$ cat src/rtl/cavlc_pkg.sv
// Shared constants and FSM state encoding for the CAVLC statistics sequencer.
package cavlc_pkg;

  localparam int unsigned COEF_W   = 9;
  localparam int unsigned ADDR_W   = 4;
  localparam int unsigned NUM_COEF = 16;

  typedef enum logic [2:0] {
    StIdle,
    StClear,
    StRead,
    StDrain,
    StPresent
  } state_e;

endpackage

$ cat src/rtl/cavlc_valid_delay.sv
// Shift pipe that delays {en, addr} by the BRAM read latency so the statistics buffer
// sees its qualifier in the same cycle as the read data.
module cavlc_valid_delay #(
  parameter int unsigned Lat   = 1,
  parameter int unsigned Width = 5
) (
  input  logic             clk,
  input  logic             rst,
  input  logic [Width-1:0] data_i,
  output logic [Width-1:0] data_o
);

  logic [Width-1:0] pipe_q [Lat];
  logic [Width-1:0] pipe_d [Lat];

  always_comb begin
    pipe_d[0] = data_i;
    for (int unsigned i = 1; i < Lat; i++) begin
      pipe_d[i] = pipe_q[i-1];
    end
  end

  always_ff @(posedge clk) begin
    if (rst) begin
      for (int unsigned i = 0; i < Lat; i++) begin
        pipe_q[i] <= '0;
      end
    end else begin
      pipe_q <= pipe_d;
    end
  end

  assign data_o = pipe_q[Lat-1];

endmodule

$ cat src/rtl/cavlc_stats_ctrl.sv
// Sequencer for the CAVLC statistics stage of one 4x4 block: clear, reverse-scan read,
// drain the BRAM latency, then hand the latched statistics to the VLC encoder.
module cavlc_stats_ctrl
  import cavlc_pkg::*;
#(
  parameter int unsigned BRAM_LAT = 1
) (
  input  logic              clk,
  input  logic              rst,
  input  logic              start,
  output logic              busy,
  output logic              bram_en,
  output logic [ADDR_W-1:0] bram_addr,
  output logic              stat_clr,
  output logic              counters_en,
  output logic [ADDR_W-1:0] stat_addr,
  input  logic [4:0]        nzq_in,
  input  logic [3:0]        tzeros_in,
  input  logic [1:0]        t1_num_in,
  input  logic [2:0]        t1_sign_in,
  output logic              out_valid,
  input  logic              out_ready,
  output logic [4:0]        total_coeff,
  output logic [3:0]        total_zeros,
  output logic [1:0]        trail_ones,
  output logic [2:0]        trail_sign,
  output logic              zero_blk
);

  localparam int unsigned DrainW = 3;

  state_e            state_q, state_d;
  logic [ADDR_W-1:0] addr_q, addr_d;
  logic [DrainW-1:0] drain_q, drain_d;
  logic              busy_q, busy_d;
  logic              bram_en_q, bram_en_d;
  logic              stat_clr_q, stat_clr_d;
  logic              out_valid_q, out_valid_d;
  logic [4:0]        total_coeff_q, total_coeff_d;
  logic [3:0]        total_zeros_q, total_zeros_d;
  logic [1:0]        trail_ones_q, trail_ones_d;
  logic [2:0]        trail_sign_q, trail_sign_d;
  logic              zero_blk_q, zero_blk_d;

  always_comb begin
    state_d       = state_q;
    addr_d        = addr_q;
    drain_d       = drain_q;
    bram_en_d     = 1'b0;
    stat_clr_d    = 1'b0;
    out_valid_d   = out_valid_q;
    total_coeff_d = total_coeff_q;
    total_zeros_d = total_zeros_q;
    trail_ones_d  = trail_ones_q;
    trail_sign_d  = trail_sign_q;
    zero_blk_d    = zero_blk_q;

    case (state_q)
      StIdle: begin
        if (start) begin
          state_d    = StClear;
          stat_clr_d = 1'b1;
        end
      end
      StClear: begin
        state_d   = StRead;
        bram_en_d = 1'b1;
        addr_d    = ADDR_W'(NUM_COEF - 1);
      end
      StRead: begin
        // Stop at address 0 rather than wrapping back to 15.
        if (addr_q == '0) begin
          state_d = StDrain;
          drain_d = DrainW'(BRAM_LAT);
        end else begin
          bram_en_d = 1'b1;
          addr_d    = addr_q - 1'b1;
        end
      end
      StDrain: begin
        if (drain_q == '0) begin
          state_d       = StPresent;
          out_valid_d   = 1'b1;
          total_coeff_d = nzq_in;
          total_zeros_d = tzeros_in;
          trail_ones_d  = t1_num_in;
          trail_sign_d  = t1_sign_in;
          zero_blk_d    = (nzq_in == '0);
        end else begin
          drain_d = drain_q - 1'b1;
        end
      end
      StPresent: begin
        if (out_ready) begin
          out_valid_d = 1'b0;
          if (start) begin
            state_d    = StClear;
            stat_clr_d = 1'b1;
          end else begin
            state_d = StIdle;
          end
        end
      end
      default: state_d = StIdle;
    endcase

    busy_d = (state_d != StIdle);
  end

  always_ff @(posedge clk) begin
    if (rst) begin
      state_q       <= StIdle;
      addr_q        <= '0;
      drain_q       <= '0;
      busy_q        <= 1'b0;
      bram_en_q     <= 1'b0;
      stat_clr_q    <= 1'b0;
      out_valid_q   <= 1'b0;
      total_coeff_q <= '0;
      total_zeros_q <= '0;
      trail_ones_q  <= '0;
      trail_sign_q  <= '0;
      zero_blk_q    <= 1'b0;
    end else begin
      state_q       <= state_d;
      addr_q        <= addr_d;
      drain_q       <= drain_d;
      busy_q        <= busy_d;
      bram_en_q     <= bram_en_d;
      stat_clr_q    <= stat_clr_d;
      out_valid_q   <= out_valid_d;
      total_coeff_q <= total_coeff_d;
      total_zeros_q <= total_zeros_d;
      trail_ones_q  <= trail_ones_d;
      trail_sign_q  <= trail_sign_d;
      zero_blk_q    <= zero_blk_d;
    end
  end

  cavlc_valid_delay #(
    .Lat   (BRAM_LAT),
    .Width (ADDR_W + 1)
  ) u_valid_delay (
    .clk    (clk),
    .rst    (rst),
    .data_i ({bram_en_q, addr_q}),
    .data_o ({counters_en, stat_addr})
  );

  assign busy        = busy_q;
  assign bram_en     = bram_en_q;
  assign bram_addr   = addr_q;
  assign stat_clr    = stat_clr_q;
  assign out_valid   = out_valid_q;
  assign total_coeff = total_coeff_q;
  assign total_zeros = total_zeros_q;
  assign trail_ones  = trail_ones_q;
  assign trail_sign  = trail_sign_q;
  assign zero_blk    = zero_blk_q;

endmodule

$ cat config.mk
export PLATFORM = sky130hd
export DESIGN_NAME = cavlc_stats_ctrl
export DESIGN_NICKNAME = d
export VERILOG_FILES = /design/src/rtl/cavlc_pkg.sv /design/src/rtl/cavlc_valid_delay.sv /design/src/rtl/cavlc_stats_ctrl.sv
export SDC_FILE = /design/constraint.sdc
export NUM_CORES = 1
export LEC_CHECK = 0
export ABC_AREA = 1
export BUFFER_PORTS_ARGS = -buffer_cell sky130_fd_sc_hd__clkbuf_2
export CAP_MARGIN = 30
export CORE_ASPECT_RATIO = 1.2
export CORE_MARGIN = 3
export CORE_UTILIZATION = 30
export DETAILED_ROUTE_END_ITERATION = 6
export GPL_ROUTABILITY_DRIVEN = 0
export GPL_TIMING_DRIVEN = 0
export HOLD_SLACK_MARGIN = 0.1
export PLACE_DENSITY = 0.63
export SETUP_SLACK_MARGIN = 0.4
export SYNTH_ARGS = -nofsm -noshare
export SYNTH_HDL_FRONTEND = slang
export SYNTH_HIERARCHICAL = 1
export SYNTH_SLANG_ARGS = --single-unit
$ cat constraint.sdc
create_clock -name clk -period 3.05 [get_ports clk]
set_input_delay 0.1525 -clock clk [delete_from_list [all_inputs] [get_ports clk]]
set_output_delay 0.1525 -clock clk [all_outputs]
set_load 0.01 [all_outputs]
==> summary.txt <==
CP max FO -> 10
switch share -> 28.91%
Cell Pwr Density -> 584.9 mW/mm^2
register clock-pin slew on the reported worst setup and hold paths -> 0.07 ns
WP data required -> 3.23 ns
vias in the first global route -> 1,157
vias post-DR -> 1,268
Critical Path Start Type -> flop
synthesis-to-finish area growth -> 28.77%
setup bufs post-CTS -> 0
core area -> 0.004359 sq mm
cell internal pwr -> 0.7382 mW
Root Buffer -> clkbuf_8
filler instances -> 485
top post-synthesis cells by count -> nor2_1 (41), dfxtp_1 (34), nand2_1 (23), inv_1 (20), o21ai_0 (17)
final WL -> 3023 um
outcome -> finished, final reports clean
RSZ-0062 raised after global routing -> no
Peak VDD IR -> 0.2908 mV
gr ovfl total -> 0
Slew Limit Fails -> 0
Clock Path Buffers -> 2
Synth Register Bits -> 34
max frequency -> 739.9 MHz
Resize count post-CTS -> 0
Antenna Nets Post-Route -> 0
first-pass GRT wire length -> 5043 um
Synth area leaders -> dfxtp_1 (49%), nor2_1 (11%), nand2_1 (6.3%), o21ai_0 (6.2%), nand3_1 (5.8%)
switching power -> 0.3002 mW
cell count after placement -> 281
worst slack, placed -> 1.691 ns
Post-synth ARST share -> 0%
sequential area share after synthesis -> 49.36%
Post-Syn Area -> 0.001379 sq mm
PortBufs -> 45
number of diodes -> 0
# DRC -> 0
yosys synthesis warning count -> 6
clock share of power -> 33.1%
post-synth top area cell -> dfxtp_1
Period minus WS final -> 1.352 ns
Setup TNS Final -> 0 ns
Rows -> 26
most common cell in the netlist -> nor2_1
Worst-Margin Slew -> 0.4659 ns
total CTS buffers -> 5
largest net degree at the start of global routing -> 11
Die X-Extent -> 67.89 um
Syn Inst Count -> 180
fin worst setup slack -> 1.698 ns
non-filler instance count after layout -> 290
Initial Util -> 31.63%
Seq. cell area -> 680.7 sq um
die footprint -> 0.005449 sq mm
ratio of cells with drive above 1 in the final layout -> 26.92%
Netlist cell types -> 24
Leak Pwr -> 0.8576 nW
CTS tree -> done
CTS H-tree lvls -> 2
Crit Path Category -> flop to flop
HP Class -> input port to flop
GRT Util Overall -> 12.43%
launch point of the worst path -> drain_q[0]$_SDFFE_PP0P_
Yosys top cell area share -> 49.36%
Die H -> 80.27 um
Top FF cell, synth -> dfxtp_1
final-report hold violation count -> 0
syn nets -> 201
clk_lat worst skew -> 0.28 ns
Logic pwr share -> 18.3%
syn_area_per_cell -> 7.660 sq um
CP arrival -> 1.53 ns
Avg WL per Cell -> 10.42 um
Setup-failing EPs final -> 0
fin area -> 0.001775 sq mm
Crit. End Element -> flop
1st-pass router iterations -> 4
total of max-cap violations -> 0
Final period util -> 44.31%
DR vias/cell -> 4.372
Clock Skew -> 0.001526 ns
multi-input logic area -> 571.8 sq um
Hold Crit Start -> nzq_in[0]
Final #Nets -> 254
Reg power frac -> 48.6%
Slew HR -> 68.94%
r2r startpoint -> drain_q[0]$_SDFFE_PP0P_
initial antenna violation count -> 0
Initial DRC Count -> 68
EDFF count, synth -> 0
Placed Instance Area -> 0.001674 sq mm
Detailed Place HPWL -> 2272 um
Clock Sinks -> 34
Ports -> 46
==> power by group through the flow <==
stage	Sequential (mW)	Combinational, mW	Clock [mW]
global route	0.509	0.222	0.377
finish	0.504	0.190	0.344
global placement	0.514	0.189	0
floorplan	0.527	0.112	0
CTS	0.505	0.194	0.353
detailed placement	0.515	0.192	0
==> critical path, stage by stage (launching register included) <==
cell     delay, ns
dfxtp_1       0.31
inv_1         0.07
ha_1          0.19
nand2_1       0.13
inv_1         0.09
nand2_4       0.13
inv_6         0.06
buf_8         0.13
nor2_1        0.08
nor2_1        0.05
==> flip-flops by register name, summed over array words and instances, names as in the netlist <==
| register | flops |
|---|---|
| out_valid | 1 |
| total_coeff | 5 |
| zero_blk | 1 |
| drain_q | 3 |
| state_q | 3 |
| busy | 1 |
| trail_sign | 3 |
| trail_ones | 2 |
| total_zeros | 4 |
| bram_addr | 4 |
| u_valid_delay/data_o | 5 |
| stat_clr | 1 |
| bram_en | 1 |
==> placed cells by master (no fill, tap or decap) <==
| master | netlist | routed |
|---|---|---|
| a21oi_1 | 9 | 9 |
| inv_2 | 1 | 1 |
| clkinv_2 | 0 | 1 |
| buf_6 | 1 | 1 |
| or2_0 | 1 | 1 |
| o211ai_1 | 1 | 1 |
| buf_2 | 1 | 1 |
| nand2_1 | 23 | 23 |
| inv_6 | 1 | 1 |
| buf_1 | 1 | 1 |
| o21ai_0 | 17 | 17 |
| nand2_4 | 2 | 2 |
| clkbuf_8 | 0 | 6 |
| dlygate4sd3_1 | 0 | 1 |
| nand2_2 | 1 | 1 |
| xnor2_1 | 1 | 1 |
| nand3_1 | 16 | 16 |
| dfxtp_1 | 34 | 34 |
| nor2_1 | 41 | 41 |
| nor2_4 | 1 | 1 |
| buf_8 | 1 | 1 |
| clkbuf_1 | 1 | 2 |
| a31oi_1 | 1 | 1 |
| inv_1 | 20 | 20 |
| ha_1 | 3 | 3 |
| nor2_2 | 1 | 1 |
| clkbuf_2 | 0 | 45 |
| a21oi_2 | 1 | 1 |
==> through the flow <==
stage | util, % | hold slack [ns] | total power, mW
final | 40.73 | 0.1051 | 1.038
after detailed placement | 38.40 | 0.4013 | 0.7065
after global placement | 38.40 | 0.4000 | 0.7035
after CTS | 40.73 | 0.1020 | 1.052
after global routing | 40.73 | 0.1126 | 1.108
after floorplan | - | 0.2241 | 0.6388
==> path summary, 6_finish.rpt <==
| kind | end | slack, ns | cells past startpoint |
|---|---|---|---|
| worst max-delay path | trail_sign[2]$_SDFFE_PP0P_ | 1.70 | 9 |
| worst min-delay path | total_coeff[0]$_SDFFE_PP0P_ | 0.11 | 3 |
| worst max register to register | trail_sign[2]$_SDFFE_PP0P_ | 1.70 | 9 |
| worst min register to register | u_valid_delay/data_o[4]$_SDFF_PP0_ | 0.43 | 2 |
==> kinds of logic after synthesis <==
logic type,count (synthesis),synth area share (%)
compound gates,29,11.07
simple gates,86,27.04
fa+ha+maj,3,2.723
flops,34,49.36
xor+xnor,1,0.6353
buf+inv,27,9.164
==> metal layers <==
metal,share of wire [%],global-route usage [%]
met4,1.9,5.765
met1,45,14.40
met2,47,20.55
met3,6.1,3.776
met5,0,0
==> layout make-up <==
type                            count  share of cell area (%)
Buffer                              5                   2.185
Clock buffer                        7                   4.863
Clock inverter                      1                  0.2819
Inverter                           22                   4.933
Multi-Input combinational cell    119                   32.21
Sequential cell                    34                   38.34
Tap cell                           56                   3.946
Timing Repair Buffer               46                   13.25
==> what timing repair did <==
action,CTS,global route
hold buffers,1,0
setup endpoints to repair,0,0
endpoints found under the hold margin,1,0
No activity file was read; power rests on OpenSTA's default activity.
